`config.mk`:
```
export PLATFORM = sky130hd
export DESIGN_NAME = dec_operand_align
export DESIGN_NICKNAME = d
export VERILOG_FILES = /design/src/rtl/dec_operand_align.sv
export SDC_FILE = /design/constraint.sdc
export NUM_CORES = 1
export LEC_CHECK = 0
export ABC_AREA = 1
export ABC_CLOCK_PERIOD_IN_PS = 4800
export BUFFER_PORTS_ARGS = -buffer_cell sky130_fd_sc_hd__buf_2
export CORE_MARGIN = 3
export CORE_UTILIZATION = 35
export CTS_CLUSTER_DIAMETER = 120
export DETAILED_ROUTE_END_ITERATION = 16
export GPL_ROUTABILITY_DRIVEN = 1
export SYNTH_ARGS = -nofsm -noshare
export SYNTH_HDL_FRONTEND = slang
export SYNTH_SLANG_ARGS = --single-unit
```
`constraint.sdc`:
```
create_clock -name clk -period 4.8 [get_ports clk]
set_input_delay 0.24 -clock clk [delete_from_list [all_inputs] [get_ports clk]]
set_output_delay 0.24 -clock clk [all_outputs]
set_load 0.005 [all_outputs]
```
`src/rtl/dec_operand_align.sv`:
```
// rtl/dec_operand_align.sv - exponent ordering and digit-serial right-shift alignment ahead of the BCD adder
module dec_operand_align #(
    parameter int DIGITS = 7,
    parameter int EW     = 8
) (
    input  logic                clk,
    input  logic                rst_n,
    input  logic                in_valid,
    output logic                in_ready,
    input  logic [4*DIGITS-1:0] a_man,
    input  logic [EW-1:0]       a_exp,
    input  logic [4*DIGITS-1:0] b_man,
    input  logic [EW-1:0]       b_exp,
    output logic                out_valid,
    input  logic                out_ready,
    output logic [4*DIGITS-1:0] big_man,
    output logic [4*DIGITS-1:0] small_man,
    output logic [EW-1:0]       res_exp,
    output logic [3:0]          guard,
    output logic                sticky,
    output logic                swap
);
    localparam int W  = 4 * DIGITS;
    localparam int CW = $clog2(DIGITS + 1);

    typedef enum logic [1:0] {IDLE, SHIFT, DONE} state_t;

    state_t          state;
    state_t          state_nxt;
    logic [CW-1:0]   cnt;
    logic            a_ge_b;
    logic [EW-1:0]   diff;
    logic            diff_in_range;
    logic [W-1:0]    big_sel;
    logic [W-1:0]    small_sel;
    logic            accept;

    assign a_ge_b        = (a_exp >= b_exp);
    assign diff          = a_ge_b ? (a_exp - b_exp) : (b_exp - a_exp);
    assign diff_in_range = (diff <= EW'(DIGITS));
    assign big_sel       = a_ge_b ? a_man : b_man;
    assign small_sel     = a_ge_b ? b_man : a_man;
    assign accept        = (state == IDLE) && in_valid;

    assign in_ready  = (state == IDLE);
    assign out_valid = (state == DONE);

    always_ff @(posedge clk or negedge rst_n) begin
        if (!rst_n) begin
            state <= IDLE;
        end else begin
            state <= state_nxt;
        end
    end

    always_comb begin
        state_nxt = state;
        case (state)
            IDLE: begin
                if (in_valid) begin
                    if (diff != '0 && diff_in_range) begin
                        state_nxt = SHIFT;
                    end else begin
                        state_nxt = DONE;
                    end
                end
            end
            SHIFT: begin
                if (cnt == CW'(1)) begin
                    state_nxt = DONE;
                end
            end
            DONE: begin
                if (out_ready) begin
                    state_nxt = IDLE;
                end
            end
            default: state_nxt = IDLE;
        endcase
    end

    always_ff @(posedge clk or negedge rst_n) begin
        if (!rst_n) begin
            big_man   <= '0;
            small_man <= '0;
            res_exp   <= '0;
            guard     <= '0;
            sticky    <= 1'b0;
            swap      <= 1'b0;
            cnt       <= '0;
        end else if (accept) begin
            big_man <= big_sel;
            res_exp <= a_ge_b ? a_exp : b_exp;
            swap    <= !a_ge_b;
            guard   <= '0;
            cnt     <= CW'(diff);
            // Beyond DIGITS every digit falls out, so only the sticky summary survives.
            if (diff_in_range) begin
                small_man <= small_sel;
                sticky    <= 1'b0;
            end else begin
                small_man <= '0;
                sticky    <= (small_sel != '0);
            end
        end else if (state == SHIFT) begin
            sticky    <= sticky | (guard != 4'd0);
            guard     <= small_man[3:0];
            small_man <= {4'd0, small_man[W-1:4]};
            cnt       <= cnt - CW'(1);
        end
    end
endmodule

```
# After elaboration in Yosys (flattened, before gate mapping)
# Cells that the tools add are included.
# totals
reg_bits	75
input_bits	76
output_inout_bits	72
word_cells	48
# op_classes
add_sub_neg	3
order_cmp	2
eq_ne	6
muxes	19
bitwise	1
n_reduce_logical	9
# ops
operator	n
two-way mux 28 bit	5
nonzero test 28 bit	1
two-way mux 8 bit	2
subtractor 8 bit	2
>= comparator 8 bit	1
less-or-equal comparator 8 x 3 -> 1 bit, second input constant	1
two-way mux 2 bit	4
two-way mux 4 bit	2
nonzero test 8 bit	1
two-way mux 3 bit	2
case mux 2 bit (3 select lines)	1
inequality test 2 bit, second input constant	2
nonzero test 4 bit	1
equality test 3 x 1 -> 1 bit, second input constant	1
two-way mux 1 bit	3
AND reduction 3 bit	1
subtractor 3 x 1 -> 3 bit, second input constant	1
equality test 2 x 1 -> 1 bit, second input constant	1
equality test 2 bit, second input constant	1
logical AND 1 bit	2
logical NOT 2 bit	1
inequality test 2 x 1 -> 1 bit, second input constant	1
nonzero test 2 bit	1
logical NOT 1 bit	1
OR 1 bit	1

# Logic depth before layout (Yosys ltp)
# Gate-level depths: netlist of the first run.
# depth
word_depth	7
ltp_mapped	19
depth_no_buf	17

# Worst setup path before layout of the first run
# OpenSTA, ideal clock, no wires.
# synth_timing
path_type	input to register
startpoint	in a_exp[0]
endpoint	reg small_man[22]
setup_ps	117
arrival_ps	1916
required_ps	4683
path_slack_ps	2767
cell_stages	17
n_path_buf	1
cell_sequence	inv_1 ha_1 inv_1 fa_1 nand3_1 nand2_1 nand2_1 nand3_4 inv_2 nand2_1 o21ai_2 inv_2 buf_4 nand3_1 nand2_1 nand2_1 nand2_1
# synth_between
elab_chain_cells	5
word_cells_on_any_way	8
cone_classes	add/sub (2); order compare (2); mux (4)
# synth_lines
element	line_no	rtl
start, declared	11	input logic [EW-1:0] a_exp,
subtractor 8 bit or >= comparator 8 bit (tied branches)	39, 38	
two-way mux 8 bit	39	assign diff = a_ge_b ? (a_exp - b_exp) : (b_exp - a_exp);
less-or-equal comparator 8 x 3 -> 1 bit	40	assign diff_in_range = (diff <= EW'(DIGITS));
two-way mux 28 bit (*)	98	if (diff_in_range) begin
two-way mux 28 bit (*)	91	end else if (accept) begin
end signal, assigned	99	small_man <= small_sel;
end signal, assigned	108	small_man <= {4'd0, small_man[W-1:4]};
end, declared	17	output logic [4*DIGITS-1:0] small_man,
# Mark *: on every way between the ends. The rest lies on a longest branch, timed or not.
# A chain may end at the register's enable or synchronous reset.

# Final worst setup path of the first run
# layout_timing
startpoint	in a_exp[5]
endpoint	reg small_man[6]
# Same word-level chain as after synthesis.

==> results of run 1 <==
synth_stat cells, drive strengths merged:
master	instances
nand3	56
xnor2	2
buf	21
nor2	82
a21oi	49
o211ai	1
dfrtp	75
a2bb2oi	1
nand2	294
o221ai	1
o21ai	53
inv	79
ha	17
clkinv	2
clkbuf	18
nand4	1
xor2	3
nand3b	13
a22o	4
nor3	3
o22ai	1
fa	2
critical path: cells and delay by family:
kind                       cells  cell delay, ps
AOI/OAI and AO/OA              2             770
adders and majority gates      1             380
and+or+nand+nor                7             650
buffers and inverters          4            1090
state kept, by name (all words and copies together), names as in the netlist:
signal and flops:
big_man 28, res_exp 8, small_man 28, state 2, cnt 3, sticky 1, guard 4, swap 1
layout by cell type (no fill, tap or decap), types with 2 or more instances in the layout:
cell | netlist | routed
sky130_fd_sc_hd__xor2_1 | 3 | 3
sky130_fd_sc_hd__nand3b_1 | 13 | 13
sky130_fd_sc_hd__nor2_2 | 3 | 4
sky130_fd_sc_hd__buf_4 | 2 | 6
sky130_fd_sc_hd__o21ai_1 | 10 | 10
sky130_fd_sc_hd__dfrtp_1 | 75 | 75
sky130_fd_sc_hd__clkinv_1 | 2 | 2
sky130_fd_sc_hd__clkinv_4 | 0 | 4
sky130_fd_sc_hd__nor2_1 | 79 | 78
sky130_fd_sc_hd__o21ai_0 | 42 | 42
sky130_fd_sc_hd__nand3_1 | 54 | 54
sky130_fd_sc_hd__clkbuf_16 | 0 | 9
sky130_fd_sc_hd__nand2_1 | 292 | 292
sky130_fd_sc_hd__inv_1 | 73 | 73
sky130_fd_sc_hd__inv_2 | 6 | 6
sky130_fd_sc_hd__ha_1 | 17 | 17
sky130_fd_sc_hd__buf_2 | 15 | 146
sky130_fd_sc_hd__fa_1 | 2 | 2
sky130_fd_sc_hd__xnor2_1 | 2 | 2
sky130_fd_sc_hd__a21oi_1 | 47 | 47
sky130_fd_sc_hd__nor3_1 | 3 | 3
sky130_fd_sc_hd__a22o_1 | 4 | 4
cell type report:
cell class	instances	area [um2]
clock inverter	6	73.82
clock buffer	10	229.0
multi-input combinational	583	2740
inverter	81	304.0
timing repair buffer	152	775.7
antenna	1	2.502
tap	180	225.2
sequential	75	1877
fill	1526	7869
final timing paths:
kind	from	slack [ps]	endpoint	depth (start not counted)
max	a_exp[5]	1920	small_man[6]	14
min	rst_n	50	small_man[19]	1
max reg2reg	state[0]	2170	small_man[16]	11
min reg2reg	big_man[3]	490	big_man[3]	2
max in group asynchronous	rst_n	4100	swap	1
min in group clk	b_man[22]	150	big_man[22]	3
logic make-up (layout without fill, tap and decap cells):
group           after synthesis  count (layout)  share of synthesized area [%]
other cells                   0               1                              0
compound gates              110             110                          11.66
fa+ha+maj                    19              19                          4.950
simple gates                449             449                          36.14
buf+inv                     120             249                          9.630
flops                        75              75                          36.76
xor+xnor                      5               5                         0.8578
metrics by stage:
step	hold slack (ps)	setup slack, ps	power, mW	area [um2]
final	51.91	1919	2.787	6227
after global routing	143.7	1631	3.019	6227
after CTS	106.3	1891	2.812	6225
after detailed placement	471.8	1528	2.091	5922
after global placement	471.8	1552	2.097	5922
after floorplan	-55.59	2767	1.640	5106
power by group:
part / switching, mW / internal [mW] / total, mW
Sequential: 0.135 / 0.849 / 0.983
Clock: 0.299 / 0.409 / 0.707
Combinational: 0.685 / 0.411 / 1.10
layer usage:
metal,global-route usage [%],vias up,wire (um)
li1,-,2697,-
met1,30.06,2362,7945
met2,29.08,127,6945
met3,3.747,23,812
met4,6.688,4,288
met5,0,-,16
==> out/qor.txt, run 1 <==
Floorplan die area: 16070 um2
Type of element capturing the critical path: flop
Synth top area share: 36.76%
CTS Hold Buffers Added: 0
Relative slew slack: 33.91%
Delay contributed by the slowest stage of the critical path: 610 ps
Port Buffer Count: 147
Total gr overflow: 0
Row cnt: 43
Maximum VDD drop: 0.2355 mV
Layout Skew: 14.08 ps
Period minus WS final: 2881 ps
Yosys synthesis warning count: 0
Routed vias: 5213
Cell count after placement: 1071
Total wire length: 16010 um
Clk buf depth: 2
Post-synthesis net count: 873
Post-synthesis cell count: 778
Final weighted congestion of routability-driven global placement: 0.8505
Resized Gates After CTS: 0
Min-Delay Path Class: input pin to async pin
Top area cells in the synthesized netlist: sky130_fd_sc_hd__dfrtp_1 37%, sky130_fd_sc_hd__nand2_1 21%, sky130_fd_sc_hd__nor2_1 5.8%, sky130_fd_sc_hd__inv_1 5.4%, sky130_fd_sc_hd__nand3_1 5.3%
Total of flip-flops plus latches after synthesis: 75
Antenna violations before repair: 3
Period Utilization, post-route: 60.02%
Setup repair after global routing missed its margin: false
Average vias per placed instance: 4.791
Via count of the first global-routing pass: 4888
Detail Route Antenna Nets: 0
Run status: finished, final reports clean
Setup violation total in the final timing report: 0
Total half-perimeter wirelength after legalization and detailed placement: 11360 um
Final core area utilization: 44.18%
Clock transition at the register clock pins on the worst setup and hold paths after CTS: 70 ps
Crit path max fanout: 40
H-tree depth: 3
Number of hold violations in the final report: 0
Pin count of the biggest net entering global routing: 76
Placeable Area: 14100 um2
Synthesized cell area: 5106 um2
Area growth syn-to-layout: 21.96%
Pwr/cell area: 447.6 nW/um2
Final setup TNS: 0 ps
Clock latency of the later-clocked register in the worst-skew pair: 350 ps
Post-synthesis sequential area ratio: 36.76%
Number of pins exceeding their max-slew limit in the final report: 0
Count of buffers added by post-CTS timing repair for setup: 0
Length of the first detailed-routing pass in iterations: 6
Clock tree from TritonCTS: done
Cell at the root of the clock tree: sky130_fd_sc_hd__clkbuf_16
Slew of the pin with the lowest slew margin: 991.4 ps
Required arrival time at the worst endpoint: 5090 ps
CP max stage cell: sky130_fd_sc_hd__a21oi_4
Die boundary height: 126.8 um
Wire length of the first global-routing pass: 26060 um
Fraction of layout cells with a size suffix above 1: 20.29%
Crit start category: input pin
Global Route Usage Sum: 20.11%
Worst path arrival time: 3170 ps
Average size of a mapped cell: 6.563 um2
Post-route non-filler standard cell count: 1088
Number of max-capacitance violations reported: 0
Wire per inst: 14.71 um
Classification of the worst setup path: input pin to flop
Number of clock sinks: 75
Maximum clock frequency: 0.3471 GHz
Critical path's most frequent cell: sky130_fd_sc_hd__nand2_1
Chip width: 126.8 um
Number of clock buffers inserted by TritonCTS: 9
Ports placed on the boundary: 148
Cell Chain, Critical Path: buf_2 -> inv_1 -> ha_1 -> nand2_1 -> nand2_1 -> a21oi_4 -> nand3_4 -> inv_2 -> o21ai_2 -> inv_2 -> nand3_1 -> nand2_1 -> nand2_1 -> nand2_1
Number of distinct library cells after synthesis: 35
Top cell type by total area after synthesis: sky130_fd_sc_hd__dfrtp_1
Initial cell density of the core: 36.22%
Number of nets in the layout: 997
Number of design rule violations left after detail routing: 0
Leakage power total: 3.597 nW
1st-iter DRT viols: 426
(Power assumes the default switching activity.)
==> run 2: changes to the inputs <==
--- a/config.mk
+++ b/config.mk
@@ -6,7 +6,7 @@
 export NUM_CORES = 1
 export LEC_CHECK = 0
 export ABC_AREA = 1
-export ABC_CLOCK_PERIOD_IN_PS = 4800
+export ABC_CLOCK_PERIOD_IN_PS = 2800
 export BUFFER_PORTS_ARGS = -buffer_cell sky130_fd_sc_hd__buf_2
 export CORE_MARGIN = 3
 export CORE_UTILIZATION = 35
==> constraint.sdc (replaced) <==
create_clock -name clk -period 2.8 [get_ports clk]
set_input_delay 0.14 -clock clk [delete_from_list [all_inputs] [get_ports clk]]
set_output_delay 0.14 -clock clk [all_outputs]
set_load 0.005 [all_outputs]
==> run 2 against run 1 <==
- the flow now finishes with violations (hold timing)
- worst hold slack worse by 89 ps
- critical path depth is 2 higher
- non-clock buffer count is 5 higher
- cell area is 1.2% higher
- critical path type unchanged
- critical endpoint is now sticky
==> out/qor.txt, run 2 (same netlist as run 1, synthesis figures left out) <==
Min-Delay Path Class: input pin to async pin
Family with the most delay on the worst path: simple AND/OR/NAND/NOR gates
Resized Gates After CTS: 0 (unchanged)
Area growth syn-to-layout: 23.45%
Cell at the root of the clock tree: sky130_fd_sc_hd__clkbuf_16
Port Buffer Count: 147 (unchanged)
Capture instance of the worst register-to-register path: cnt[2]
Violated checks: hold timing
Cell Chain, Critical Path: buf_2 -> inv_1 -> ha_1 -> inv_1 -> fa_1 -> nand3_1 -> nand2_1 -> nand2_1 -> nand3_4 -> buf_12 -> o21ai_1 -> nand2_1 -> nor2_1 -> nand2_1 -> nor2_1 -> a21oi_1
CP max stage cell: sky130_fd_sc_hd__fa_1
Total half-perimeter wirelength after legalization and detailed placement: 11870 um (+4.5%)
Placeable Area: 14100 um2 (unchanged)
Final setup TNS: 0 ps (unchanged)
Launch point of the critical path: a_exp[0]
H-tree depth: 3 (unchanged)
Number of nets in the layout: 1002 (+0.50%)
Die boundary height: 126.8 um (unchanged)
Row cnt: 43 (unchanged)
Final weighted congestion of routability-driven global placement: 0.8572 (+0.79%)
CTS Hold Buffers Added: 0 (unchanged)
Clock latency of the later-clocked register in the worst-skew pair: 350 ps (about the same)
Run status: finished with violations
Pwr/cell area: 779.6 nW/um2 (+74%)
Type of element capturing the critical path: flop
Classification of the worst setup path: input pin to flop
Worst path arrival time: 2400 ps (-770 ps)
Ports placed on the boundary: 148 (unchanged)
Setup repair after global routing missed its margin: false
Clock tree from TritonCTS: done
1st-iter DRT viols: 332 (-22%)
Wire per inst: 14.89 um (+1.2%)
Initial cell density of the core: 36.22% (unchanged)
Total gr overflow: 0 (unchanged)
Number of clock buffers inserted by TritonCTS: 9 (unchanged)
Minimum setup slack among reg-to-reg paths: 640 ps (-1530 ps)
Critical path's most frequent cell: sky130_fd_sc_hd__nand2_1
Number of gates on the worst path with buffers counted: 16 (+2)
Detail Route Antenna Nets: 0 (unchanged)
Via count of the first global-routing pass: 4956 (+1.4%)
Clk buf depth: 2 (unchanged)
Total wire length: 16260 um (+1.6%)
Commonest cells after routing, fill and taps aside: 292 x sky130_fd_sc_hd__nand2_1, 146 x sky130_fd_sc_hd__buf_2, 78 x sky130_fd_sc_hd__nor2_1, 75 x sky130_fd_sc_hd__dfrtp_1, 73 x sky130_fd_sc_hd__inv_1
Number of clock sinks: 75 (unchanged)
Crit start category: input pin
Number of design rule violations left after detail routing: 0 (unchanged)
Period minus WS final: 2168 ps
Worst path bufs/invs: 4 (unchanged)
Floorplan die area: 16070 um2 (unchanged)
Required arrival time at the worst endpoint: 3030 ps (-2060 ps)
Routed vias: 5320 (+2.1%)
Number of pins exceeding their max-slew limit in the final report: 0 (unchanged)
Number of max-capacitance violations reported: 0 (unchanged)
Chip width: 126.8 um (unchanged)
Global Route Usage Sum: 20.13% (about the same)
Total inserted antenna cells: 0 (-1)
Worst Hold Margin: -36.66 ps (-88.57 ps)
Slew of the pin with the lowest slew margin: 1074 ps (+82.55 ps)
Pin count of the biggest net entering global routing: 76 (unchanged)
Wire length of the first global-routing pass: 26050 um (about the same)
Biggest regs: big_man (28), small_man (28), res_exp (8)
Fraction of layout cells with a size suffix above 1: 20.83% (+0.55 points)
Length of the first detailed-routing pass in iterations: 6 (unchanged)
Leakage power total: 3.639 nW (+1.2%)
Maximum clock frequency: 0.4614 GHz
Crit path max fanout: 59 (+48%)
Number of hold violations in the final report: 59 (+59)
Setup violation total in the final timing report: 0 (unchanged)
Relative slew slack: 28.30% (-5.6 points)
Clock transition at the register clock pins on the worst setup and hold paths after CTS: 70 ps (about the same)
Most common cell after layout, fill and taps aside: sky130_fd_sc_hd__nand2_1
Period Utilization, post-route: 77.41%
Path depth of the worst reg2reg path: 8 (-3)
Worst R2R Start: state[0]
Count of buffers added by post-CTS timing repair for setup: 0 (unchanged)
Maximum VDD drop: 0.3807 mV (+62%)
Layout Skew: 5.265 ps (-8.813 ps)
Antenna violations before repair: 3 (unchanged)
Average vias per placed instance: 4.872 (+1.7%)
Delay contributed by the slowest stage of the critical path: 420 ps (-190 ps)
==> run 2: layout make-up <==
class | instances | area, um2
fillers | 1517 | 7792
multi-input cells | 583 | 2740
flip-flops and latches | 75 | 1877
repair buffers | 157 | 825.8
inverters | 81 | 304.0
clock buffers | 9 | 225.2
well taps | 180 | 225.2
clock inverters | 7 | 106.4
==> run 2: power breakdown <==
group | switching (mW) | internal, mW | total (mW)
combinational | 1.18 | 0.724 | 1.90
sequential | 0.240 | 1.46 | 1.70
clock | 0.519 | 0.798 | 1.32
==> run 2: worst max-delay path by stage <==
stage                    end
2_1_floorplan  small_man[22]
3_3_place_gp          sticky
3_5_place_dp    small_man[0]
4_1_cts               cnt[2]
5_1_grt        small_man[10]
6_report              sticky
==> run 2: through the flow <==
step / instances / area (um2) / util [%] / power, mW / worst slack, ps
global route: 1092 / 6304 / 44.72 / 5.286 / 439.9
global placement: 1076 / 5972 / 42.37 / 3.620 / 315.9
floorplan: 778 / 5106 / - / 2.811 / 866.5
finish: 1092 / 6304 / 44.72 / 4.914 / 632.5
CTS: 1092 / 6304 / 44.72 / 4.967 / 627.1
detailed placement: 1076 / 5972 / 42.37 / 3.622 / 303.2
==> run 2: layer usage <==
metal	track usage [%]	vias to the layer above	routed length, um
met3	4.547	21	1135
met4	6.435	6	274
li1	-	2698	-
met5	0	-	34
met2	30.48	185	7160
met1	28.54	2410	7656
==> run 3: changes to the inputs <==
--- a/config.mk
+++ b/config.mk
@@ -6,7 +6,7 @@
 export NUM_CORES = 1
 export LEC_CHECK = 0
 export ABC_AREA = 1
-export ABC_CLOCK_PERIOD_IN_PS = 2800
+export ABC_CLOCK_PERIOD_IN_PS = 2000
 export BUFFER_PORTS_ARGS = -buffer_cell sky130_fd_sc_hd__buf_2
 export CORE_MARGIN = 3
 export CORE_UTILIZATION = 35
==> constraint.sdc (replaced) <==
create_clock -name clk -period 2 [get_ports clk]
set_input_delay 0.1 -clock clk [delete_from_list [all_inputs] [get_ports clk]]
set_output_delay 0.1 -clock clk [all_outputs]
set_load 0.005 [all_outputs]
==> run 3 against run 2 <==
- the run now ends clean
- non-clock buffer count is 45 higher
- wire length grew 4.2%
- critical path depth shrank 1
- sequential power is 40% higher
- total power increased by 39%
- clock skew increased by 1.7 ps
- flip-flop and latch count did not move
- combinational power grew 53%
- cell count grew 4.2%
- critical endpoint is now small_man[24]
- highest routed layer unchanged
==> out/qor.txt, run 3 (same netlist as run 1, synthesis figures left out) <==
Run status: finished, final reports clean
Final setup TNS: 0 ps (unchanged)
Setup slack after placement: -263.9 ps (-567.1 ps)
Total gr overflow: 0 (unchanged)
Global Route Usage Sum: 21.03% (+0.90 points)
Maximum clock frequency: 0.5495 GHz
Area growth syn-to-layout: 31.29%
Type of element capturing the critical path: flop
# fillers: 1508 (-0.59%)
Wire per inst: 14.88 um (about the same)
Clock transition at the register clock pins on the worst setup and hold paths after CTS: 60 ps (about the same)
Number of clock sinks: 75 (unchanged)
Row cnt: 43 (unchanged)
Chip width: 126.8 um (unchanged)
Crit start category: input pin
Slew of the pin with the lowest slew margin: 329.4 ps (-744.5 ps)
Placeable Area: 14100 um2 (unchanged)
Clock tree from TritonCTS: done
Fraction of layout cells with a size suffix above 1: 25.37% (+4.5 points)
Total inserted antenna cells: 0 (unchanged)
Leakage power total: 3.855 nW (+5.9%)
Length of the first detailed-routing pass in iterations: 5 (-1)
Worst Hold Margin: 9.449 ps (+46.11 ps)
Floorplan die area: 16070 um2 (unchanged)
Number of clock buffers inserted by TritonCTS: 9 (unchanged)
Number of nets in the layout: 1048 (+4.6%)
Worst path arrival time: 2080 ps (-320 ps)
Final weighted congestion of routability-driven global placement: 0.8613 (+0.48%)
Via count of the first global-routing pass: 5319 (+7.3%)
Cell at the root of the clock tree: sky130_fd_sc_hd__clkbuf_16
Antenna violations before repair: 2 (-1)
Average vias per placed instance: 4.823 (-0.99%)
Layout Skew: 6.986 ps (+1.721 ps)
Number of max-capacitance violations reported: 0 (unchanged)
Cell count after placement: 1120 (+4.1%)
Period Utilization, post-route: 90.99%
Setup violation total in the final timing report: 0 (unchanged)
Count of buffers added by post-CTS timing repair for setup: 0 (unchanged)
Setup slack of the critical path after layout: 180.2 ps (-452.3 ps)
Relative slew slack: 78.04% (+50 points)
H-tree depth: 3 (unchanged)
Setup repair after global routing missed its margin: true
Number of hold violations in the final report: 0 (-100%)
Classification of the worst setup path: input pin to flop
Sequential Area: 1877 um2 (unchanged)
Number of pins exceeding their max-slew limit in the final report: 0 (unchanged)
Total wire length: 16940 um (+4.2%)
Wire length of the first global-routing pass: 27210 um (+4.4%)
Post-route non-filler standard cell count: 1138 (+4.2%)
Port Buffer Count: 147 (unchanged)
Crit path max fanout: 8 (-86%)
Routed vias: 5489 (+3.2%)
Initial cell density of the core: 36.22% (unchanged)
Die boundary height: 126.8 um (unchanged)
Post-DP Area: 6352 um2 (+6.4%)
Total half-perimeter wirelength after legalization and detailed placement: 12690 um (+6.9%)
Design Area, Final: 6704 um2 (+6.4%)
Final Total Pwr: 6.818 mW (+39%)
Area used by multi-input combinational logic: 2799 um2 (+2.1%)
Clock latency of the later-clocked register in the worst-skew pair: 350 ps (about the same)
Pwr/cell area: 1017 nW/um2 (+30%)
Final core area utilization: 47.56% (+2.8 points)
Biggest regs: big_man (28), small_man (28), res_exp (8)
Required arrival time at the worst endpoint: 2260 ps (-770 ps)
Most common cell after layout, fill and taps aside: sky130_fd_sc_hd__nand2_1
1st-iter DRT viols: 355 (+6.9%)
Ports placed on the boundary: 148 (unchanged)
Period minus WS final: 1820 ps
Commonest cells after routing, fill and taps aside: 290 x sky130_fd_sc_hd__nand2_1, 146 x sky130_fd_sc_hd__buf_2, 76 x sky130_fd_sc_hd__nor2_1, 75 x sky130_fd_sc_hd__dfrtp_1, 73 x sky130_fd_sc_hd__inv_1
Detail Route Antenna Nets: 0 (unchanged)
Pin count of the biggest net entering global routing: 54 (-29%)
Maximum VDD drop: 0.5390 mV (+42%)
Clk buf depth: 2 (unchanged)
Number of design rule violations left after detail routing: 0 (unchanged)
Min-Delay Path Class: input pin to flop
[run 3: changes by cell type in the layout (fill, tap and decap cells not counted), sizes merged]
cell | previous run | this run
buf | 157 | 201
nand2 | 294 | 295
dlygate4sd3 | 0 | 1
clkbuf | 9 | 11
clkinvlp | 0 | 2
bufinv | 2 | 0
inv | 83 | 81
[run 3: cell type report]
type                            count  share of cell area [%]
Multi-Input combinational cell    584                   41.75
Sequential cell                    75                   28.00
Timing Repair Buffer              202                   18.25
Inverter                           81                   4.610
Clock buffer                       11                   3.471
Tap cell                          180                   3.359
Clock inverter                      5                  0.5599
[run 3: per-layer routing]
layer	global-route usage, %	routed length [um]	up-vias
li1	-	-	2789
met1	29.48	8006	2525
met2	32.25	7681	151
met3	4.758	942	20
met4	6.688	282	4
met5	0	22	-
[run 3: critical path, stage by stage]
cell and delay, ps:
sky130_fd_sc_hd__buf_2 90, sky130_fd_sc_hd__inv_1 40, sky130_fd_sc_hd__ha_1 420, sky130_fd_sc_hd__nand2_1 110, sky130_fd_sc_hd__inv_2 90, sky130_fd_sc_hd__nand2_1 60, sky130_fd_sc_hd__nand2_1 140, sky130_fd_sc_hd__nand2_1 90
sky130_fd_sc_hd__nand3_1 80, sky130_fd_sc_hd__nand2_1 80, sky130_fd_sc_hd__nor2_1 120, sky130_fd_sc_hd__nand2_2 160, sky130_fd_sc_hd__a21oi_2 280, sky130_fd_sc_hd__nand3_1 110, sky130_fd_sc_hd__o21ai_0 100
[run 3: final timing paths]
| path | start | end | cells after the start | slack [ps] |
|---|---|---|---|---|
| max reg2reg | state[0] | sticky | 9 | 210 |
| min in group asynchronous | rst_n | small_man[11] | 2 | 190 |
| min | b_man[22] | big_man[22] | 3 | 9 |
| min reg2reg | big_man[7] | big_man[7] | 2 | 490 |
| max in group asynchronous | rst_n | res_exp[4] | 3 | 1200 |
| max | a_exp[2] | small_man[24] | 15 | 180 |
[run 3: what timing repair did]
action,CTS,global route
hold buffers,1,0
setup endpoints to repair,0,37
hold endpoints to repair,22,0
gates resized for setup,0,18
[run 3: power breakdown]
part,internal [mW],switching (mW)
registers,2.04,0.337
clock network,0.848,0.686
logic,1.19,1.72
